<file path="config.mk">
export PLATFORM = sky130hd
export DESIGN_NAME = btn_debounce
export DESIGN_NICKNAME = d
export VERILOG_FILES = /design/src/rtl/btn_pkg.sv /design/src/rtl/sync_2ff.sv /design/src/rtl/btn_debounce.sv
export SDC_FILE = /design/constraint.sdc
export NUM_CORES = 1
export LEC_CHECK = 0
export CORE_MARGIN = 5
export CORE_UTILIZATION = 60
export CTS_BUF_LIST = sky130_fd_sc_hd__clkbuf_4 sky130_fd_sc_hd__clkbuf_8
export CTS_CLUSTER_SIZE = 16
export DETAILED_ROUTE_END_ITERATION = 8
export MAX_ROUTING_LAYER = met4
export PLACE_DENSITY = 0.81
export SLEW_MARGIN = 25
export SYNTH_ARGS = -nofsm -noshare
export SYNTH_HDL_FRONTEND = slang
export SYNTH_SLANG_ARGS = --single-unit
</file>
<file path="constraint.sdc">
create_clock -name clk_i -period 5.75 [get_ports clk_i]
set_input_delay 1.15 -clock clk_i [delete_from_list [all_inputs] [get_ports clk_i]]
set_output_delay 1.15 -clock clk_i [all_outputs]
set_load 0.02 [all_outputs]
</file>
<file path="src/rtl/btn_pkg.sv">
// -----------------------------------------------------------------------------
// btn_pkg
// Shared types and parameter-check helpers for the push-button debouncer.
//   state_e            : 2-bit debouncer FSM state encoding
//   debounce_cycles_ok : legality check for the debounce window length
//   long_cycles_ok     : legality check for the long-press hold time
// -----------------------------------------------------------------------------
package btn_pkg;

   typedef enum logic [1:0] {
      IDLE         = 2'd0,
      PRESS_WAIT   = 2'd1,
      PRESSED      = 2'd2,
      RELEASE_WAIT = 2'd3
   } state_e;

   // The window must span at least two samples to reject a single-cycle glitch.
   function automatic bit debounce_cycles_ok(input int unsigned debounce_cycles);
      return (debounce_cycles >= 2);
   endfunction

   // A long press only makes sense if it outlasts the debounce window.
   function automatic bit long_cycles_ok(input int unsigned debounce_cycles,
                                         input int unsigned long_cycles);
      return (long_cycles > debounce_cycles);
   endfunction

endpackage

</file>
<file path="src/rtl/sync_2ff.sv">
// -----------------------------------------------------------------------------
// sync_2ff
// Two-flop synchronizer for a single asynchronous level.
//   Parameter RST_VAL : value both flops take during reset
//   clk_i  in  destination clock
//   rst_i  in  asynchronous active-high reset
//   d_i    in  asynchronous input level
//   q_o    out synchronized level (two clk_i edges of latency)
// -----------------------------------------------------------------------------
module sync_2ff #(
   parameter logic RST_VAL = 1'b0
) (
   input  logic clk_i,
   input  logic rst_i,
   input  logic d_i,
   output logic q_o
);

   logic meta_q, meta_d;
   logic sync_q, sync_d;

   always_comb begin
      meta_d = d_i;
      sync_d = meta_q;
   end

   always_ff @(posedge clk_i or posedge rst_i) begin
      if (rst_i) begin
         meta_q <= RST_VAL;
         sync_q <= RST_VAL;
      end else begin
         meta_q <= meta_d;
         sync_q <= sync_d;
      end
   end

   assign q_o = sync_q;

endmodule

</file>
<file path="src/rtl/btn_debounce.sv">
// -----------------------------------------------------------------------------
// btn_debounce
// Push-button debouncer with press/release pulses and an optional long-press
// pulse. The long-press feature is built only when the macro
// BTN_DEBOUNCE_LONGPRESS_EN is defined; otherwise long_o is tied low.
//
//   Parameter DEBOUNCE_CYCLES : stable cycles needed to accept a level change
//   Parameter LONG_CYCLES     : hold time (from press_o) before long_o pulses
//
//   clk_i        in  system clock
//   rst_i        in  asynchronous active-high reset
//   btn_i        in  raw asynchronous button level, 1 = pressed
//   btn_o        out debounced level (registered)
//   press_o      out one-cycle pulse on accepted press (registered)
//   release_o    out one-cycle pulse on accepted release (registered)
//   long_o       out one-cycle pulse when a press has been held LONG_CYCLES
//   dbg_state_o  out current FSM state (state_e encoding), for observation
//
// Handshake: none; all outputs are plain registered levels/pulses.
// -----------------------------------------------------------------------------
module btn_debounce
   import btn_pkg::*;
#(
   parameter int unsigned DEBOUNCE_CYCLES = 1000000,
   parameter int unsigned LONG_CYCLES     = 100000000
) (
   input  logic       clk_i,
   input  logic       rst_i,
   input  logic       btn_i,
   output logic       btn_o,
   output logic       press_o,
   output logic       release_o,
   output logic       long_o,
   output logic [1:0] dbg_state_o
);

   localparam int unsigned CW = $clog2(DEBOUNCE_CYCLES + 1);
   // The counter holds the number of consecutive samples seen so far; the
   // state changes on the sample that would bring it to DEBOUNCE_CYCLES, so
   // it tops out at DEBOUNCE_CYCLES-1 and cannot wrap.
   localparam logic [CW-1:0] DB_LAST = CW'(DEBOUNCE_CYCLES - 1);

   if (!debounce_cycles_ok(DEBOUNCE_CYCLES)) begin : g_bad_debounce
      $error("btn_debounce: DEBOUNCE_CYCLES must be >= 2");
   end
   if (!long_cycles_ok(DEBOUNCE_CYCLES, LONG_CYCLES)) begin : g_bad_long
      $error("btn_debounce: LONG_CYCLES must exceed DEBOUNCE_CYCLES");
   end

   logic sync;

   sync_2ff #(
      .RST_VAL (1'b0)
   ) u_sync (
      .clk_i (clk_i),
      .rst_i (rst_i),
      .d_i   (btn_i),
      .q_o   (sync)
   );

   state_e          state_q, state_d;
   logic [CW-1:0]   cnt_q, cnt_d;
   logic            btn_q, btn_d;
   logic            press_q, press_d;
   logic            release_q, release_d;

   always_comb begin
      state_d = state_q;
      cnt_d   = cnt_q;
      unique case (state_q)
         IDLE: begin
            if (sync) begin
               state_d = PRESS_WAIT;
               cnt_d   = CW'(1);
            end
         end
         PRESS_WAIT: begin
            if (!sync) begin
               state_d = IDLE;
               cnt_d   = '0;
            end else if (cnt_q == DB_LAST) begin
               state_d = PRESSED;
               cnt_d   = '0;
            end else begin
               cnt_d = cnt_q + 1'b1;
            end
         end
         PRESSED: begin
            if (!sync) begin
               state_d = RELEASE_WAIT;
               cnt_d   = CW'(1);
            end
         end
         RELEASE_WAIT: begin
            if (sync) begin
               state_d = PRESSED;
               cnt_d   = '0;
            end else if (cnt_q == DB_LAST) begin
               state_d = IDLE;
               cnt_d   = '0;
            end else begin
               cnt_d = cnt_q + 1'b1;
            end
         end
         default: begin
            state_d = IDLE;
            cnt_d   = '0;
         end
      endcase
   end

   // Outputs are registered from the state, so they follow the state by one
   // cycle. The debounced level only rises on PRESS_WAIT->PRESSED and only
   // falls on RELEASE_WAIT->IDLE, so its edges are exactly the accepted
   // press/release events and can never coincide.
   always_comb begin
      btn_d     = (state_q == PRESSED) || (state_q == RELEASE_WAIT);
      press_d   = btn_d & ~btn_q;
      release_d = ~btn_d & btn_q;
   end

   always_ff @(posedge clk_i or posedge rst_i) begin
      if (rst_i) begin
         state_q   <= IDLE;
         cnt_q     <= '0;
         btn_q     <= 1'b0;
         press_q   <= 1'b0;
         release_q <= 1'b0;
      end else begin
         state_q   <= state_d;
         cnt_q     <= cnt_d;
         btn_q     <= btn_d;
         press_q   <= press_d;
         release_q <= release_d;
      end
   end

   assign btn_o       = btn_q;
   assign press_o     = press_q;
   assign release_o   = release_q;
   assign dbg_state_o = state_q;

`ifdef BTN_DEBOUNCE_LONGPRESS_EN
   localparam int unsigned LW = $clog2(LONG_CYCLES + 1);
   localparam logic [LW-1:0] LONG_MAX = LW'(LONG_CYCLES);

   logic [LW-1:0] long_cnt_q, long_cnt_d;
   logic          reached_q, reached_d;
   logic          long_q, long_d;

   // Counting starts at the state change into PRESSED, so the count reaches
   // LONG_CYCLES one cycle before press_o is LONG_CYCLES old, and the pulse
   // register lines long_o up with that moment. Release glitches stay in
   // PRESSED/RELEASE_WAIT and keep counting; an accepted release freezes the
   // count short of the limit, which suppresses the pulse.
   always_comb begin
      long_cnt_d = long_cnt_q;
      if ((state_q == PRESS_WAIT) && (state_d == PRESSED)) begin
         long_cnt_d = '0;
      end else if (((state_q == PRESSED) || (state_q == RELEASE_WAIT)) &&
                   (state_d != IDLE) && (long_cnt_q != LONG_MAX)) begin
         long_cnt_d = long_cnt_q + 1'b1;
      end
      reached_d = (long_cnt_q == LONG_MAX);
      long_d    = reached_d & ~reached_q;
   end

   always_ff @(posedge clk_i or posedge rst_i) begin
      if (rst_i) begin
         long_cnt_q <= '0;
         reached_q  <= 1'b0;
         long_q     <= 1'b0;
      end else begin
         long_cnt_q <= long_cnt_d;
         reached_q  <= reached_d;
         long_q     <= long_d;
      end
   end

   assign long_o = long_q;
`else
   assign long_o = 1'b0;
`endif

endmodule

</file>
==> flow_summary.ini <==
[clock_tree]
cts_hold_buf = 0
cts_setup_buffers = 0
tritoncts = yes
root_buffer = clkbuf_4
cts.sinks = 27
htreeDepth = 1
clock_latency_ns = 0.32
cts_resized = 0
clockBufferDepth = 2
path_clk_slew_ns = 0.13
cts_made_buffers = 3

[pwr]
p_clk_frac = 0.142
p_per_area_mw_per_mm2 = 369
power.leakage_nw = 0.589
total_power_w = 0.000545
power_frac_seq = 0.462
combPwrFrac = 0.396
swShare = 0.400
p_int_w = 0.000327
p_switching_w = 0.000218
peakVddDrop_mv = 0.282

[yosys]
synth_commonest_cells = dfrtp_1 (27), nand2_1 (23), o21ai_0 (13)
yosys.cell_types.count = 40
synth.net_count = 153
avgSynthCellArea_um2 = 9.45
synth-seq-cells = 27
ys_seq_area_frac = 0.480
ys_top_cells_by_area = dfrtp_1 (48%), nand2_1 (6.1%), o21ai_0 (4.6%), nand3_1 (3.6%), a21oi_1 (2.5%)
synth_top_flop_cell = dfrtp_1
yosysMostFrequentCell = dfrtp_1
synthArstFlopShare = 1.00
synth_warnings = 0
synth_cells = 149
netlist_area_mm2 = 0.00141
synth_edf_count = 0
synth_top_area_cell = dfrtp_1
synth_top_area_frac = 0.480

[floorplan]
std_cell_rows = 17
coreArea_mm2 = 0.00223
io_pins = 9
die_w_um = 58.4
dieArea_mm2 = 0.00341
die_y_um = 58.4
start_util = 0.630

[worst_setup_path]
cp_max_fo = 9
crit_slowest_cell = clkdlybuf4s50_1
path_class = flip-flop to output pin
crit_required_ns = 4.60
end_kind = output pin
cp.arrival_ns = 1.54
crit_family = buffers and inverters
crit_buf_inv = 1
startpoint_type = flip-flop
critical-path-max-stage-delay_ns = 0.67
cp_cell_sequence = clkdlybuf4s50_1

[routing]
wl_per_cell_um = 15.3
drc = 0
num_vias = 1144
drt-total-wl_um = 2780
firstDrtPassIters = 4
ant_nets = 0
viasPerCell = 6.32
drt_first_iter_violations = 38

[timing]
rsz0062_at_grt = false
max_freq_ghz = 0.371
final.setup_skew_ns = 0.00528
relSlewSlack = 0.337
setup_tns_ns = 0
finalHoldViolations = 0
tightest_slew_ns = 0.993
finalMaxSlewViolations = 0
fin_hold_ws_ns = 0.391
min_period_ns = 2.69
setup_viol = 0
period_share = 0.468

[global_route]
antenna_found_initial = 0
grt_max_degree = 28
overflow = 0
grt_pass1_vias = 1052
grt_first_pass_wirelength_um = 4750
grt_usage = 0.185

[placed_design]
dp.cells = 177
io_buffer_count = 7
place_congestion = 0.865
dp_hpwl_um = 2010

[cells_and_area]
fill_cells = 183
finalNonFillerCells = 181
diodes = 0
fin_nets = 158
layout-drive-gt1-share = 0.0850
postLayoutCoreUtil = 0.662
area_growth_pct = 4.98

[run]
drv_cap = 0

[min_path]
hold_path.class = flip-flop to flip-flop

[run_status]
status = complete, no violations
## layout make-up
class,instances,area [um^2],area share
flip-flops and latches,27,676,0.457
inverters,5,18.8,0.0127
well taps,28,35.0,0.0237
repair buffers,7,70.1,0.0474
clock inverters,1,5.00,0.00339
clock buffers,3,22.5,0.0152
multi-input cells,110,651,0.440
## cell usage in the layout (no fill, tap or decap), types with 2 or more instances in the layout
cell type	count
o21ai_0	13
clkdlybuf4s50_1	7
or4_1	2
clkbuf_4	3
xor2_1	3
nor3_1	3
a31oi_1	5
nor2b_1	2
a41oi_1	3
nand2_1	23
inv_1	4
nand3_1	10
or3_1	2
dfrtp_1	27
nor2_1	8
o31ai_1	2
a21oi_1	7
or3_2	2
a22o_1	2
and3_1	3
nand4_1	4
## worst paths after layout
path	slack, ns	cells after the start	endpoint	start
setup / recovery	3.06	1	dbg_state_o[0]	dbg_state_o[0]
hold / removal	0.39	0	u_sync.q_o	u_sync.meta_q
setup reg to reg	3.32	6	cnt_q[8]	cnt_q[0]
hold reg to reg	0.39	0	u_sync.q_o	u_sync.meta_q
max in group asynchronous	4.20	2	cnt_q[11]	rst_i
min in group asynchronous	1.19	2	async pin	rst_i
## metal layers
metal  up-vias  track usage  wire [um]
li1        554            -          -
met1       557        0.235       1280
met2        31        0.301       1360
met3         2       0.0526        121
met4         0       0.0232         14
met5         -            -          0
## through the flow
stage | setup WS (ns) | cell area [um^2]
final | 3.06 | 1480
after global routing | 2.98 | 1480
after CTS | 3.06 | 1480
after detailed placement | 3.34 | 1450
after global placement | 3.38 | 1450
after floorplan | 3.90 | 1410
## power groups by stage
stage                     Sequential, W   Clock, W  Combinational (W)
after floorplan                0.000266          0           0.000164
after global placement         0.000253          0           0.000208
after detailed placement       0.000256          0           0.000215
after CTS                      0.000252  0.0000801           0.000217
after global routing           0.000258  0.0000900           0.000236
final                          0.000252  0.0000772           0.000216
## cells by family after synthesis
| logic type | Yosys count | share of synthesized area |
|---|---|---|
| flops | 27 | 0.480 |
| xor+xnor | 4 | 0.0249 |
| fa+ha+maj | 1 | 0.00889 |
| mux | 1 | 0.0107 |
| compound gates | 37 | 0.172 |
| simple gates | 66 | 0.244 |
| other cells | 1 | 0.00266 |
| buf+inv | 12 | 0.0578 |
## sequential cells by signal (all words and copies together), names as in the netlist, named ones only
signal and cells:
release_o 1, cnt_q 20, u_sync.meta_q 1, u_sync.q_o 1, btn_o 1, press_o 1, dbg_state_o 1
Power figures use the tool's default switching activity.
